==> src/rtl/mystic_pkg.sv <==
`timescale 1ns/1ps
`default_nettype none
// +----------------------------------------------------------------------------+
// | Module      : mystic_pkg                                                   |
// | Description : Shared types and constants for the mystic memory arbiter:    |
// |               FSM state encoding, grant identifiers and the set of legal   |
// |               LSU byte lengths.                                            |
// | Revision    : 1.0 - initial release                                        |
// +----------------------------------------------------------------------------+
package mystic_pkg;

  // Arbiter transaction FSM.
  typedef enum logic [1:0] {
    ST_IDLE  = 2'd0,
    ST_ISSUE = 2'd1,
    ST_WAIT  = 2'd2,
    ST_RESP  = 2'd3
  } arb_state_t;

  // Requester identity; also the encoding of the round-robin pointer.
  typedef enum logic {
    GNT_IF  = 1'b0,
    GNT_LSU = 1'b1
  } gnt_t;

  // Legal LSU transfer sizes in bytes.
  localparam logic [4:0] c_len_b1 = 5'd1;
  localparam logic [4:0] c_len_b2 = 5'd2;
  localparam logic [4:0] c_len_b4 = 5'd4;
  localparam logic [4:0] c_len_b8 = 5'd8;

  // Instruction fetches are always one 32-bit word.
  localparam logic [4:0] c_fetch_len = c_len_b4;

  function automatic logic len_is_valid(input logic [4:0] len);
    return (len == c_len_b1) || (len == c_len_b2) ||
           (len == c_len_b4) || (len == c_len_b8);
  endfunction

endpackage : mystic_pkg
`default_nettype wire

==> src/rtl/mystic_mem_arbiter_rr.sv <==
`timescale 1ns/1ps
`default_nettype none
// +----------------------------------------------------------------------------+
// | Module      : mystic_rr_arb2                                               |
// | Description : Two-way round-robin arbiter between instruction fetch and    |
// |               the LSU. A pointer names the requester that wins the next    |
// |               tie; it flips to the other requester whenever a grant is     |
// |               accepted, so the requester not granted last wins a tie.      |
// | Revision    : 1.0 - initial release                                        |
// |                                                                            |
// | Ports                                                                      |
// |   clk_i        in   clock                                                  |
// |   rstn_i       in   asynchronous active-low reset (pointer -> LSU)         |
// |   req_if_i     in   fetch request pending                                  |
// |   req_lsu_i    in   data request pending                                   |
// |   accept_i     in   current grant taken by the FSM this cycle              |
// |   gnt_valid_o  out  at least one request pending                           |
// |   gnt_o        out  winning requester                                      |
// +----------------------------------------------------------------------------+
module mystic_rr_arb2
  import mystic_pkg::*;
(
  input  logic clk_i,
  input  logic rstn_i,
  input  logic req_if_i,
  input  logic req_lsu_i,
  input  logic accept_i,
  output logic gnt_valid_o,
  output gnt_t gnt_o
);

  gnt_t r_next;

  assign gnt_valid_o = req_if_i | req_lsu_i;

  always_comb begin
    gnt_o = r_next;
    if (req_if_i && !req_lsu_i) begin
      gnt_o = GNT_IF;
    end else if (req_lsu_i && !req_if_i) begin
      gnt_o = GNT_LSU;
    end
  end

  // The pointer follows every accepted grant, including uncontended ones,
  // so a tie always goes to whoever was served less recently.
  always_ff @(posedge clk_i or negedge rstn_i) begin
    if (!rstn_i) begin
      r_next <= GNT_LSU;
    end else if (accept_i && gnt_valid_o) begin
      r_next <= (gnt_o == GNT_LSU) ? GNT_IF : GNT_LSU;
    end
  end

endmodule : mystic_rr_arb2
`default_nettype wire

==> src/rtl/mystic_mem_arbiter.sv <==
`timescale 1ns/1ps
`default_nettype none
// +----------------------------------------------------------------------------+
// | Module      : mystic_mem_arbiter                                           |
// | Description : Shares one main-memory command port between an instruction  |
// |               fetch unit and an LSU. One transaction at a time:            |
// |               IDLE (grant + latch) -> ISSUE (one strobe) -> WAIT (reads    |
// |               only) -> RESP (one-cycle ack) -> IDLE. Illegal LSU lengths   |
// |               skip memory and are acked with an error.                     |
// | Revision    : 1.0 - initial release                                        |
// |                                                                            |
// | Build option                                                               |
// |   MYSTIC_ARB_TIMEOUT_EN  when defined, a read that sees no                 |
// |                          mem_dout_ready_i for TIMEOUT_CYC WAIT cycles is   |
// |                          aborted: load acks with error and zero data,      |
// |                          fetch acks with a zero instruction.               |
// |                                                                            |
// | Ports                                                                      |
// |   clk_i, rstn_i                    clock, async active-low reset           |
// |   if_req_i, if_addr_i              fetch request (level) and address       |
// |   if_ack_o                         fetch completion pulse                  |
// |   if_instr_o, if_is_compressed_o   fetched word, held until next fetch ack |
// |   lsu_req_i, lsu_we_i              data request (level), write select      |
// |   lsu_addr_i, lsu_byte_len_i       data address, byte count                |
// |   lsu_wdata_i                      store data                              |
// |   lsu_ack_o, lsu_err_o             completion pulse, error with ack        |
// |   lsu_rdata_o                      load data, held until next load ack     |
// |   mem_we_o, mem_rd_instr_o,        one-cycle memory command strobes        |
// |   mem_rd_data_o                                                            |
// |   mem_addr_o, mem_byte_len_o,      command fields, stable until IDLE       |
// |   mem_din_o                                                                |
// |   mem_dout_i, mem_instr_i,         memory read response                    |
// |   mem_is_compressed_i,                                                     |
// |   mem_dout_ready_i                 response valid pulse                    |
// |   busy_o                           high whenever not IDLE                  |
// +----------------------------------------------------------------------------+
module mystic_mem_arbiter
  import mystic_pkg::*;
#(
  parameter int TIMEOUT_CYC = 1024
) (
  input  logic        clk_i,
  input  logic        rstn_i,
  // fetch port
  input  logic        if_req_i,
  input  logic [31:0] if_addr_i,
  output logic        if_ack_o,
  output logic [31:0] if_instr_o,
  output logic        if_is_compressed_o,
  // LSU port
  input  logic        lsu_req_i,
  input  logic        lsu_we_i,
  input  logic [31:0] lsu_addr_i,
  input  logic [4:0]  lsu_byte_len_i,
  input  logic [63:0] lsu_wdata_i,
  output logic        lsu_ack_o,
  output logic        lsu_err_o,
  output logic [63:0] lsu_rdata_o,
  // memory command
  output logic        mem_we_o,
  output logic        mem_rd_instr_o,
  output logic        mem_rd_data_o,
  output logic [31:0] mem_addr_o,
  output logic [4:0]  mem_byte_len_o,
  output logic [63:0] mem_din_o,
  // memory response
  input  logic [63:0] mem_dout_i,
  input  logic [31:0] mem_instr_i,
  input  logic        mem_is_compressed_i,
  input  logic        mem_dout_ready_i,
  // status
  output logic        busy_o
);

  arb_state_t  r_state;
  arb_state_t  w_state_nxt;
  gnt_t        r_gnt;
  gnt_t        w_gnt;
  logic        w_gnt_valid;
  logic        w_accept;
  logic        w_lsu_len_ok;
  logic        w_timeout;

  logic        r_we;
  logic        r_err;
  logic [31:0] r_addr;
  logic [4:0]  r_len;
  logic [63:0] r_din;
  logic [63:0] r_rdata;
  logic [31:0] r_instr;
  logic        r_cmp;

  assign w_lsu_len_ok = len_is_valid(lsu_byte_len_i);

  // --------------------------------------------------------------------------
  // Arbitration
  // --------------------------------------------------------------------------
  mystic_rr_arb2 u_rr_arb (
    .clk_i       (clk_i),
    .rstn_i      (rstn_i),
    .req_if_i    (if_req_i),
    .req_lsu_i   (lsu_req_i),
    .accept_i    (w_accept),
    .gnt_valid_o (w_gnt_valid),
    .gnt_o       (w_gnt)
  );

  // --------------------------------------------------------------------------
  // Read watchdog
  // --------------------------------------------------------------------------
`ifdef MYSTIC_ARB_TIMEOUT_EN
  localparam int                 c_cnt_w    = $clog2(TIMEOUT_CYC + 1);
  localparam logic [c_cnt_w-1:0] c_cnt_last = c_cnt_w'(TIMEOUT_CYC - 1);
  localparam logic [c_cnt_w-1:0] c_cnt_one  = c_cnt_w'(1);

  logic [c_cnt_w-1:0] r_wait_cnt;

  // Held at zero outside WAIT, so it is zero on the first WAIT cycle and
  // reaches TIMEOUT_CYC-1 on the TIMEOUT_CYC-th one.
  always_ff @(posedge clk_i or negedge rstn_i) begin
    if (!rstn_i) begin
      r_wait_cnt <= '0;
    end else if (r_state != ST_WAIT) begin
      r_wait_cnt <= '0;
    end else begin
      r_wait_cnt <= r_wait_cnt + c_cnt_one;
    end
  end

  assign w_timeout = (r_state == ST_WAIT) && !mem_dout_ready_i &&
                     (r_wait_cnt == c_cnt_last);
`else
  logic w_unused_timeout;

  assign w_timeout        = 1'b0;
  assign w_unused_timeout = (TIMEOUT_CYC == 0);
`endif

  // --------------------------------------------------------------------------
  // FSM
  // --------------------------------------------------------------------------
  always_ff @(posedge clk_i or negedge rstn_i) begin
    if (!rstn_i) begin
      r_state <= ST_IDLE;
    end else begin
      r_state <= w_state_nxt;
    end
  end

  always_comb begin
    w_state_nxt = r_state;
    w_accept    = 1'b0;
    case (r_state)
      ST_IDLE: begin
        if (w_gnt_valid) begin
          w_accept = 1'b1;
          // An illegal LSU length never reaches memory.
          if ((w_gnt == GNT_LSU) && !w_lsu_len_ok) begin
            w_state_nxt = ST_RESP;
          end else begin
            w_state_nxt = ST_ISSUE;
          end
        end
      end
      ST_ISSUE: begin
        // Memory sends no write response, so stores complete immediately.
        if ((r_gnt == GNT_LSU) && r_we) begin
          w_state_nxt = ST_RESP;
        end else begin
          w_state_nxt = ST_WAIT;
        end
      end
      ST_WAIT: begin
        if (mem_dout_ready_i || w_timeout) begin
          w_state_nxt = ST_RESP;
        end
      end
      ST_RESP: begin
        w_state_nxt = ST_IDLE;
      end
      default: begin
        w_state_nxt = ST_IDLE;
      end
    endcase
  end

  // --------------------------------------------------------------------------
  // Command and response registers
  // --------------------------------------------------------------------------
  always_ff @(posedge clk_i or negedge rstn_i) begin
    if (!rstn_i) begin
      r_gnt   <= GNT_IF;
      r_we    <= 1'b0;
      r_err   <= 1'b0;
      r_addr  <= '0;
      r_len   <= '0;
      r_din   <= '0;
      r_rdata <= '0;
      r_instr <= '0;
      r_cmp   <= 1'b0;
    end else begin
      case (r_state)
        ST_IDLE: begin
          if (w_accept) begin
            r_gnt <= w_gnt;
            if (w_gnt == GNT_LSU) begin
              r_we   <= lsu_we_i;
              r_addr <= lsu_addr_i;
              r_len  <= lsu_byte_len_i;
              r_din  <= lsu_wdata_i;
              r_err  <= !w_lsu_len_ok;
            end else begin
              r_we   <= 1'b0;
              r_addr <= if_addr_i;
              r_len  <= c_fetch_len;
              r_din  <= '0;
              r_err  <= 1'b0;
            end
          end
        end
        ST_WAIT: begin
          // Response data goes straight into the held output registers so it
          // is visible during RESP and survives until the next matching ack.
          if (mem_dout_ready_i) begin
            if (r_gnt == GNT_LSU) begin
              r_rdata <= mem_dout_i;
            end else begin
              r_instr <= mem_instr_i;
              r_cmp   <= mem_is_compressed_i;
            end
          end else if (w_timeout) begin
            if (r_gnt == GNT_LSU) begin
              r_rdata <= '0;
              r_err   <= 1'b1;
            end else begin
              r_instr <= '0;
              r_cmp   <= 1'b0;
            end
          end
        end
        default: begin
        end
      endcase
    end
  end

  // --------------------------------------------------------------------------
  // Outputs (decoded from registered state only)
  // --------------------------------------------------------------------------
  assign mem_we_o       = (r_state == ST_ISSUE) && (r_gnt == GNT_LSU) &&  r_we;
  assign mem_rd_data_o  = (r_state == ST_ISSUE) && (r_gnt == GNT_LSU) && !r_we;
  assign mem_rd_instr_o = (r_state == ST_ISSUE) && (r_gnt == GNT_IF);
  assign mem_addr_o     = r_addr;
  assign mem_byte_len_o = r_len;
  assign mem_din_o      = r_din;

  assign if_ack_o           = (r_state == ST_RESP) && (r_gnt == GNT_IF);
  assign if_instr_o         = r_instr;
  assign if_is_compressed_o = r_cmp;

  assign lsu_ack_o   = (r_state == ST_RESP) && (r_gnt == GNT_LSU);
  assign lsu_err_o   = lsu_ack_o && r_err;
  assign lsu_rdata_o = r_rdata;

  assign busy_o = (r_state != ST_IDLE);

endmodule : mystic_mem_arbiter
`default_nettype wire

==> config.mk <==
export PLATFORM = sky130hd
export DESIGN_NAME = mystic_mem_arbiter
export DESIGN_NICKNAME = d
export VERILOG_FILES = /design/src/rtl/mystic_pkg.sv /design/src/rtl/mystic_mem_arbiter_rr.sv /design/src/rtl/mystic_mem_arbiter.sv
export SDC_FILE = /design/constraint.sdc
export NUM_CORES = 1
export LEC_CHECK = 0
export ABC_AREA = 1
export CAP_MARGIN = 30
export CORE_AREA = 3 3 168 170
export DETAILED_ROUTE_END_ITERATION = 10
export DIE_AREA = 0 0 171 173
export HOLD_SLACK_MARGIN = 0.03
export PLACE_DENSITY_LB_ADDON = 0.25
export SETUP_SLACK_MARGIN = 0.1
export SLEW_MARGIN = 20
export SYNTH_ARGS = -nofsm -noshare
export SYNTH_HDL_FRONTEND = slang
export SYNTH_SLANG_ARGS = --single-unit
==> constraint.sdc <==
create_clock -name clk_i -period 1.6 [get_ports clk_i]
set_input_delay 0.4 -clock clk_i [delete_from_list [all_inputs] [get_ports clk_i]]
set_output_delay 0.4 -clock clk_i [all_outputs]
set_load 0.02 [all_outputs]
==> impl_metrics.yaml <==
timing:
  maxSlewHeadroom: 0.727
  slew_violations: 0
  fin_skew_ns: 0.00858
  min_period_over_period: 1.22
  setup_violations: 207
  holdWs_ns: 0.414
  layout_setup_ws_ns: -0.349
  fin_tns_setup_ns: -39.54
  finalHoldViolCount: 0
  period_needed_ns: 1.95
  fmax_mhz: 513
  worstMarginPinSlew_ns: 0.410
  rsz0062_at_grt: "yes"
synthesis:
  synth_edf_count: 0
  yosysWarnings: 0
  synth.avg_cell_area_um2: 13.6
  synth_nets: 815
  synth_top_area_frac: 0.648
  seq_area_frac_synth: 0.651
  synthArstFlopShare: 1.00
  ys_seq_elements: 204
  synth.area.top_cells: "dfrtp_1 65%, mux2_2 11%, a22o_1 7.3%"
  synth_area_um2: 7850
  yosysMostFrequentCell: "dfrtp_1"
  synth_area_leader_cell: "dfrtp_1"
  synthFlopType: "dfrtp_1"
  netlist_instances: 575
  synth_common_cells: "203 x dfrtp_1, 78 x mux2_2, 65 x a22o_1, 58 x nand2_1"
  yosysUniqueCellTypes: 24
die:
  dieArea_um2: 29600
  fp.dieH_um: 173
  io_pins: 441
  dieWidth_um: 171
  core_um2: 26900
  rows: 60
  start_util: 0.292
route:
  route.detailed.drc: 0
  ant_nets: 0
  post_drt_wl_per_cell_um: 20.0
  dr.pass1.iters: 4
  viasPerCell: 4.67
  routed-via-count: 6785
  drt_iter0_drc: 256
  totalWireLength_mm: 29.1
critical_path:
  cp.arrival_ns: 1.55
  critPathMaxFanout: 3
  critical_path_required_ns: 1.20
  crit_path_end_kind: "primary output"
  critPathLaunchType: "flip-flop"
  path_class: "reg2out"
clocking:
  htreeDepth: 1
  cts.clk_slew.worst_paths_ns: 0.06
  cts_buffer_depth: 3
  cts_buffers: 23
  cts_root_buf: "clkbuf_16"
  clk_latency_ns: 0.50
  clock-sinks: 204
  cts_tree: "yes"
global_route:
  grt_antenna_before_repair: 1
  gr-usage-all-layers: 0.171
  grt_max_degree: 52
  grt_pass1_vias: 6752
  grt_overflow: 0
  grt_pass1_wl_mm: 40.0
placement:
  place.gp.congestion: 0.789
  port_buffers: 440
  dp_slack_ns: -0.329
  dp.final_hpwl_mm: 20.1
power:
  vdd_ir_drop_max_mv: 0.829
  p_total_uw: 26500
  p_per_area_nw_per_um2: 1930
  power.leakage_uw: 0.00659
job:
  drv_cap: 0
finish:
  final_util: 0.510
  nNetsFinal: 1336
  drive_above_1_share: 0.396
  fill_cells: 2466
  area_growth_pct: 74.8
worst_hold_path:
  hold_path.class: "in2async"
run_status:
  violations: "setup timing"
  status: "finished with violations"
sequential cells by signal, summed over array words and instances (netlist names), 2 cells and up:
name and cells:
r_state 2, mem_byte_len_o 5, mem_din_o 64, mem_addr_o 32, lsu_rdata_o 64, if_instr_o 32
metrics by stage:
step / area [um2] / cells
2_1_floorplan: 7860 / 575
3_3_place_gp: 13100 / 1370
3_5_place_dp: 13100 / 1370
4_1_cts: 13100 / 1423
5_1_grt: 13700 / 1453
6_report: 13700 / 1453
timing repair:
item                       4_1_cts  5_1_grt
setup buffers                   11       13
pin swaps                       40       26
gates resized for setup        850       35
setup endpoints to repair      408      237
gates cloned                     1       17
hold buffers                     1        0
hold endpoints to repair        29        0
final timing paths:
kind	from	endpoint	slack, ns	cells past startpoint
worst max-delay path	r_state[1]$_DFFE_PN0P_	if_ack_o	-0.35	6
worst min-delay path	rstn_i	lsu_rdata_o[50]$_DFFE_PN0P_	0.41	2
worst max register to register	r_state[0]$_DFFE_PN0P_	lsu_rdata_o[18]$_DFFE_PN0P_	-0.29	8
worst min register to register	mem_byte_len_o[1]$_DFFE_PN0P_	mem_byte_len_o[1]$_DFFE_PN0P_	0.48	2
max in group asynchronous	rstn_i	r_state[0]$_DFFE_PN0P_	0.60	3
min in group clk_i	if_addr_i[18]	mem_addr_o[18]$_DFFE_PN0P_	0.45	3
area by class of cell:
type / instances / area [um2] / share of cell area
sequential: 204 / 5110 / 0.372
timing repair buffer: 533 / 4720 / 0.344
multi-input combinational: 316 / 2590 / 0.189
clock buffer: 33 / 663 / 0.0483
tap: 341 / 427 / 0.0311
clock inverter: 7 / 119 / 0.00867
inverter: 18 / 82.6 / 0.00602
antenna: 1 / 2.50 / 0.000182
report_power, final:
part | internal, uW | total [uW] | switching [uW]
Clock | 3360 | 5430 | 2070
Sequential | 7440 | 8590 | 1140
Combinational | 5680 | 12500 | 6790
cell families (layout without fill, tap and decap cells):
| logic type | count (synthesis) | in the layout | share of synthesized area |
|---|---|---|---|
| AO/OA/AOI/OAI | 108 | 108 | 0.111 |
| adder cells (fa/ha/maj) | 4 | 4 | 0.00638 |
| buffers and inverters | 55 | 591 | 0.0338 |
| flip-flops | 204 | 204 | 0.651 |
| multiplexers | 97 | 97 | 0.139 |
| other | 0 | 1 | 0 |
| AND/OR/NAND/NOR | 107 | 107 | 0.0589 |
critical path, stage by stage, from the launching register on:
cell,delay [ns]
dfrtp_1,0.40
buf_4,0.14
ha_2,0.16
buf_4,0.12
inv_1,0.04
nor2_1,0.03
buf_4,0.16
layout by cell type, fill, tap and decap left out, types with 5 or more instances in the layout:
| cell | instances |
|---|---|
| buf_2 | 191 |
| clkdlybuf4s50_1 | 234 |
| dfrtp_1 | 201 |
| mux2_1 | 18 |
| buf_8 | 6 |
| a22o_1 | 65 |
| clkbuf_1 | 5 |
| mux2_2 | 78 |
| clkbuf_16 | 34 |
| buf_6 | 20 |
| nor2_1 | 10 |
| a22oi_2 | 7 |
| buf_12 | 21 |
| a22oi_1 | 25 |
| clkbuf_8 | 6 |
| inv_1 | 13 |
| nand2_1 | 58 |
| buf_4 | 47 |
| nand3_1 | 32 |
per-layer routing:
metal	vias up	GRT usage	wire, um
met2	309	0.291	14200
li1	3106	-	-
met4	0	0.0614	869
met3	52	0.0535	2540
met5	-	0	0
met1	3318	0.203	11400
Note: power is estimated with default switching activity, not from simulation.
==> variant 1, RTL diff (config.mk and constraints unchanged) <==
The option `MYSTIC_ARB_TIMEOUT_EN` is turned on by a define.
--- a/src/rtl/mystic_mem_arbiter.sv
+++ b/src/rtl/mystic_mem_arbiter.sv
@@ -34,6 +34,8 @@
 // |   mem_dout_ready_i                 response valid pulse                    |
 // |   busy_o                           high whenever not IDLE                  |
 // +----------------------------------------------------------------------------+
+`define MYSTIC_ARB_TIMEOUT_EN
+
 module mystic_mem_arbiter
   import mystic_pkg::*;
 #(
Formal check against the unedited RTL: same outputs for any inputs over 4 cycles, from zero or initial values and one cycle with rstn_i low; that may be too few to reach the edited logic, so the function may still have changed.
==> variant 1 against the unedited design <==
  * The flow still finishes with violations (negative setup slack)
  * Via count is 34% higher
  * Sequential cell count is 11 higher
  * First-iteration DRC count is 79% higher
  * Cell area is 24% higher
  * Clock power is 0.7% lower
  * Utilization is 12 points higher
  * Area after synthesis is 12% higher
  * Wire length is 22% higher
  * Total power is 24% higher
  * Setup slack worse by 0.00069 ns
  * Die area stayed put
  * Non-clock buffer count is 76 higher
==> variant 1: results <==
[status]
outcome = finished, violations left
violations = negative setup slack

[place]
hpwl_microns = 21900
gp_congestion = 0.772
dpl_cell_area_sq_um = 13900

[worst_setup_path]
cp_top_family = flip-flops
r2r-end = mem_din_o[36]$_DFFE_PN0P_
crit_path_max_incr_delay_ns = 0.42
endpoint = mem_rd_data_o
worstPathMaxFanout = 4
reg2regPathDepth = 11

[timing]
fin_setup_tns_ns = -30.77
clock_skew_ns = 0.0103
finalSetupViolCount = 208
max_slew_margin_pct = 66.8
fin_ws_ns = -0.350

[synth]
synthTopCellsByCount = nand2_1, dfrtp_1, nand4_1
synth_nets = 1148
synth_cells = 907

[global_routing]
grt_max_degree = 98
grt_pass1_wl_microns = 52500
grt_usage_pct = 22.3

[routing]
viasPerCell = 4.97
drt-initial-drc-count = 459
vias = 9097
wire_per_inst_microns = 19.4

[finish]
diodes = 0

[power_and_ir_drop]
vdd.ir_drop.worst_v = 0.000956

[clock_tree]
insertion_delay_ns = 0.52
variant 1: final cells by class:
cell class	count	area [sq um]	share of cell area, %
inverter	28	114	0.672
multi-input combinational	596	4050	23.9
clock inverter	7	41.3	0.244
clock buffer	36	727	4.29
sequential	215	5390	31.8
timing repair buffer	609	6210	36.7
tap	341	427	2.52
variant 1: layer usage:
| layer | wire, microns | GRT usage, % | vias up |
|---|---|---|---|
| met5 | 27 | 0 | - |
| met4 | 1070 | 5.73 | 4 |
| met3 | 2800 | 6.15 | 67 |
| met2 | 18500 | 40.8 | 363 |
| met1 | 13200 | 25.4 | 4434 |
| li1 | - | - | 4229 |
variant 1: worst min-delay path by stage:
stage                                              to  depth (start not counted)
after detailed placement  lsu_rdata_o[43]$_DFFE_PN0P_                          1
final                     lsu_rdata_o[43]$_DFFE_PN0P_                          2
after global placement    lsu_rdata_o[43]$_DFFE_PN0P_                          1
after global routing      lsu_rdata_o[43]$_DFFE_PN0P_                          2
after floorplan             if_instr_o[0]$_DFFE_PN0P_                          0
after CTS                 lsu_rdata_o[43]$_DFFE_PN0P_                          2
variant 1: cell families (layout without fill, tap and decap cells):
logic type | count (synthesis) | count (layout) | synth area share [%]
buffers and inverters | 96 | 680 | 4.60
AND/OR/NAND/NOR | 504 | 504 | 25.3
flip-flops | 215 | 215 | 61.5
AO/OA/AOI/OAI | 86 | 86 | 7.78
XOR/XNOR | 1 | 1 | 0.100
adder cells (fa/ha/maj) | 5 | 5 | 0.715
variant 1: power by group:
group	switching [uW]	leakage (uW)	internal, uW	total, uW
registers	1700	0.00275	7770	9470
logic	9130	0.00532	8710	17800
clock network	2260	0.000381	3140	5390
total	13100	0.00845	19600	32700
variant 1: per-stage QoR:
stage	utilization [%]	total power (uW)	hold WS, ns
after floorplan	-	15700	0.104
after global placement	51.9	23100	0.337
after detailed placement	51.9	23300	0.332
after CTS	57.7	29600	0.372
after global routing	63.1	34400	0.402
final	63.1	32700	0.370
variant 1: what timing repair did:
action / CTS / global route
cloned: 29 / 2
hold buffers: 1 / 0
pin swaps: 19 / 23
setup buffers: 27 / 73
resized for setup: 1065 / 338
endpoints found under the setup margin: 410 / 329
hold endpoints to repair: 33 / 0
==> variant 2, RTL diff (same settings) <==
Made on the original files. Put a register stage on the output `lsu_err_o`, cleared by the reset. The value now appears one clock later. The other outputs are not delayed to match.
--- a/src/rtl/mystic_mem_arbiter.sv
+++ b/src/rtl/mystic_mem_arbiter.sv
@@ -259,7 +259,13 @@
   assign if_is_compressed_o = r_cmp;
 
   assign lsu_ack_o   = (r_state == ST_RESP) && (r_gnt == GNT_LSU);
-  assign lsu_err_o   = lsu_ack_o && r_err;
+  always_ff @(posedge clk_i or negedge rstn_i) begin
+    if (!rstn_i) begin
+      lsu_err_o <= '0;
+    end else begin
+      lsu_err_o <= lsu_ack_o && r_err;
+    end
+  end
   assign lsu_rdata_o = r_rdata;
 
   assign busy_o = (r_state != ST_IDLE);
Check against the original RTL: not equivalent (Yosys sat finds a counterexample within 4 cycles, from zero or initial values and one cycle with rstn_i low).
==> variant 2 against the unedited design <==
  * Final cell count is 4.3% higher
  * Total power is 15% higher
  * Fmax is 2.2% lower
  * Clock power is 3% higher
  * Setup slack worse by 0.044 ns
  * Sequential cell count is 1 higher
  * Cell area is 12% higher
  * Area after synthesis is 0.32% higher
  * Hold slack better by 0.0056 ns
  * Utilization is 6.2 points higher
  * The run still ends with negative setup slack left
  * Largest cell class is now buffers
  * Wire length is 11% higher
==> variant 2: results <==
[power_and_ir_drop]
comb_power_share_pct = 52.8
p_per_area_nw_per_um2 = 1990
p_clk_share_pct = 18.3
vdd.ir_drop.worst_v = 0.00108

[place]
hpwl_microns = 20600
dpl_cell_area_sq_um = 13000
pre_cts_slack_ns = -0.345
gp_congestion = 0.789

[timing]
fin_ws_ns = -0.393
finalSetupViolCount = 206

[routing]
viasPerCell = 4.73
drt-total-wl_microns = 32300

[status]
violations = negative setup slack
outcome = finished, violations left

[worst_setup_path]
arrival_ns = 1.59
rr_startpoint = r_state[1]$_DFFE_PN0P_
r2r-end = if_instr_o[28]$_DFFE_PN0P_

[synth]
synth_cells = 576
synth_nets = 816
netlist_top_cells_area = dfrtp_1, mux2_2, a22o_1, a22oi_1, nand2_1

[clock_tree]
cts_inserted_buffers = 24

[finish]
nNetsFinal = 1397
fill_cells = 2245
diodes = 0

[global_routing]
grt_pass1_wl_microns = 45900
==> variant 2: cell types whose count changed in the layout (fill, tap and decap cells not counted), sizes merged <==
| cell | delta |
|---|---|
| dfrtp | +1 |
| diode | -1 |
| nand3 | +1 |
| bufbuf | -1 |
| clkbuf | -7 |
| buf | +65 |
| clkinvlp | -1 |
| clkinv | +5 |
==> variant 2: stage by stage <==
| stage | TNS, ns | hold slack [ns] |
|---|---|---|
| after floorplan | 0 | 0.104 |
| after detailed placement | -47.48 | 0.350 |
| after global placement | -41.41 | 0.346 |
| after global routing | -42.59 | 0.426 |
| final | -34.10 | 0.420 |
| after CTS | -37.51 | 0.399 |
==> variant 2: layout make-up <==
type                       instances  area [sq um]  area share (%)
timing repair buffer             591          5780            37.6
tap                              341           427            2.78
clock buffer                      32           672            4.37
clock inverter                    11           133           0.863
sequential                       205          5130            33.4
multi-input combinational        317          3140            20.4
inverter                          18          87.6           0.570
==> variant 2: critical path: stages, from the launching register on <==
cell	delay (ns)
dfrtp_1	0.40
buf_6	0.14
buf_6	0.11
ha_4	0.16
inv_6	0.07
nor3_2	0.04
buf_4	0.17
==> variant 2: kinds of logic after synthesis <==
group | synth area share, %
adders and majority gates | 0.636
and+or+nand+nor | 5.87
AOI/OAI and AO/OA | 11.0
muxes | 13.9
buffers and inverters | 3.37
DFF | 65.2
==> variant 2: metal layers <==
layer	global-route usage (%)	vias up	part of all wire, %
met5	0	-	0.040
met4	6.07	2	3.0
met3	6.47	63	9.4
met2	35.3	317	50
met1	22.8	3537	38
li1	-	3249	-
==> variant 2: what timing repair did <==
item / 4_1_cts / 5_1_grt
hold endpoints to repair: 35 / 0
cloned: 29 / 5
resized for setup: 973 / 216
buffers inserted: 39 / 59
endpoints found under the setup margin: 408 / 276
hold buffers: 1 / 0
pin swaps: 21 / 29
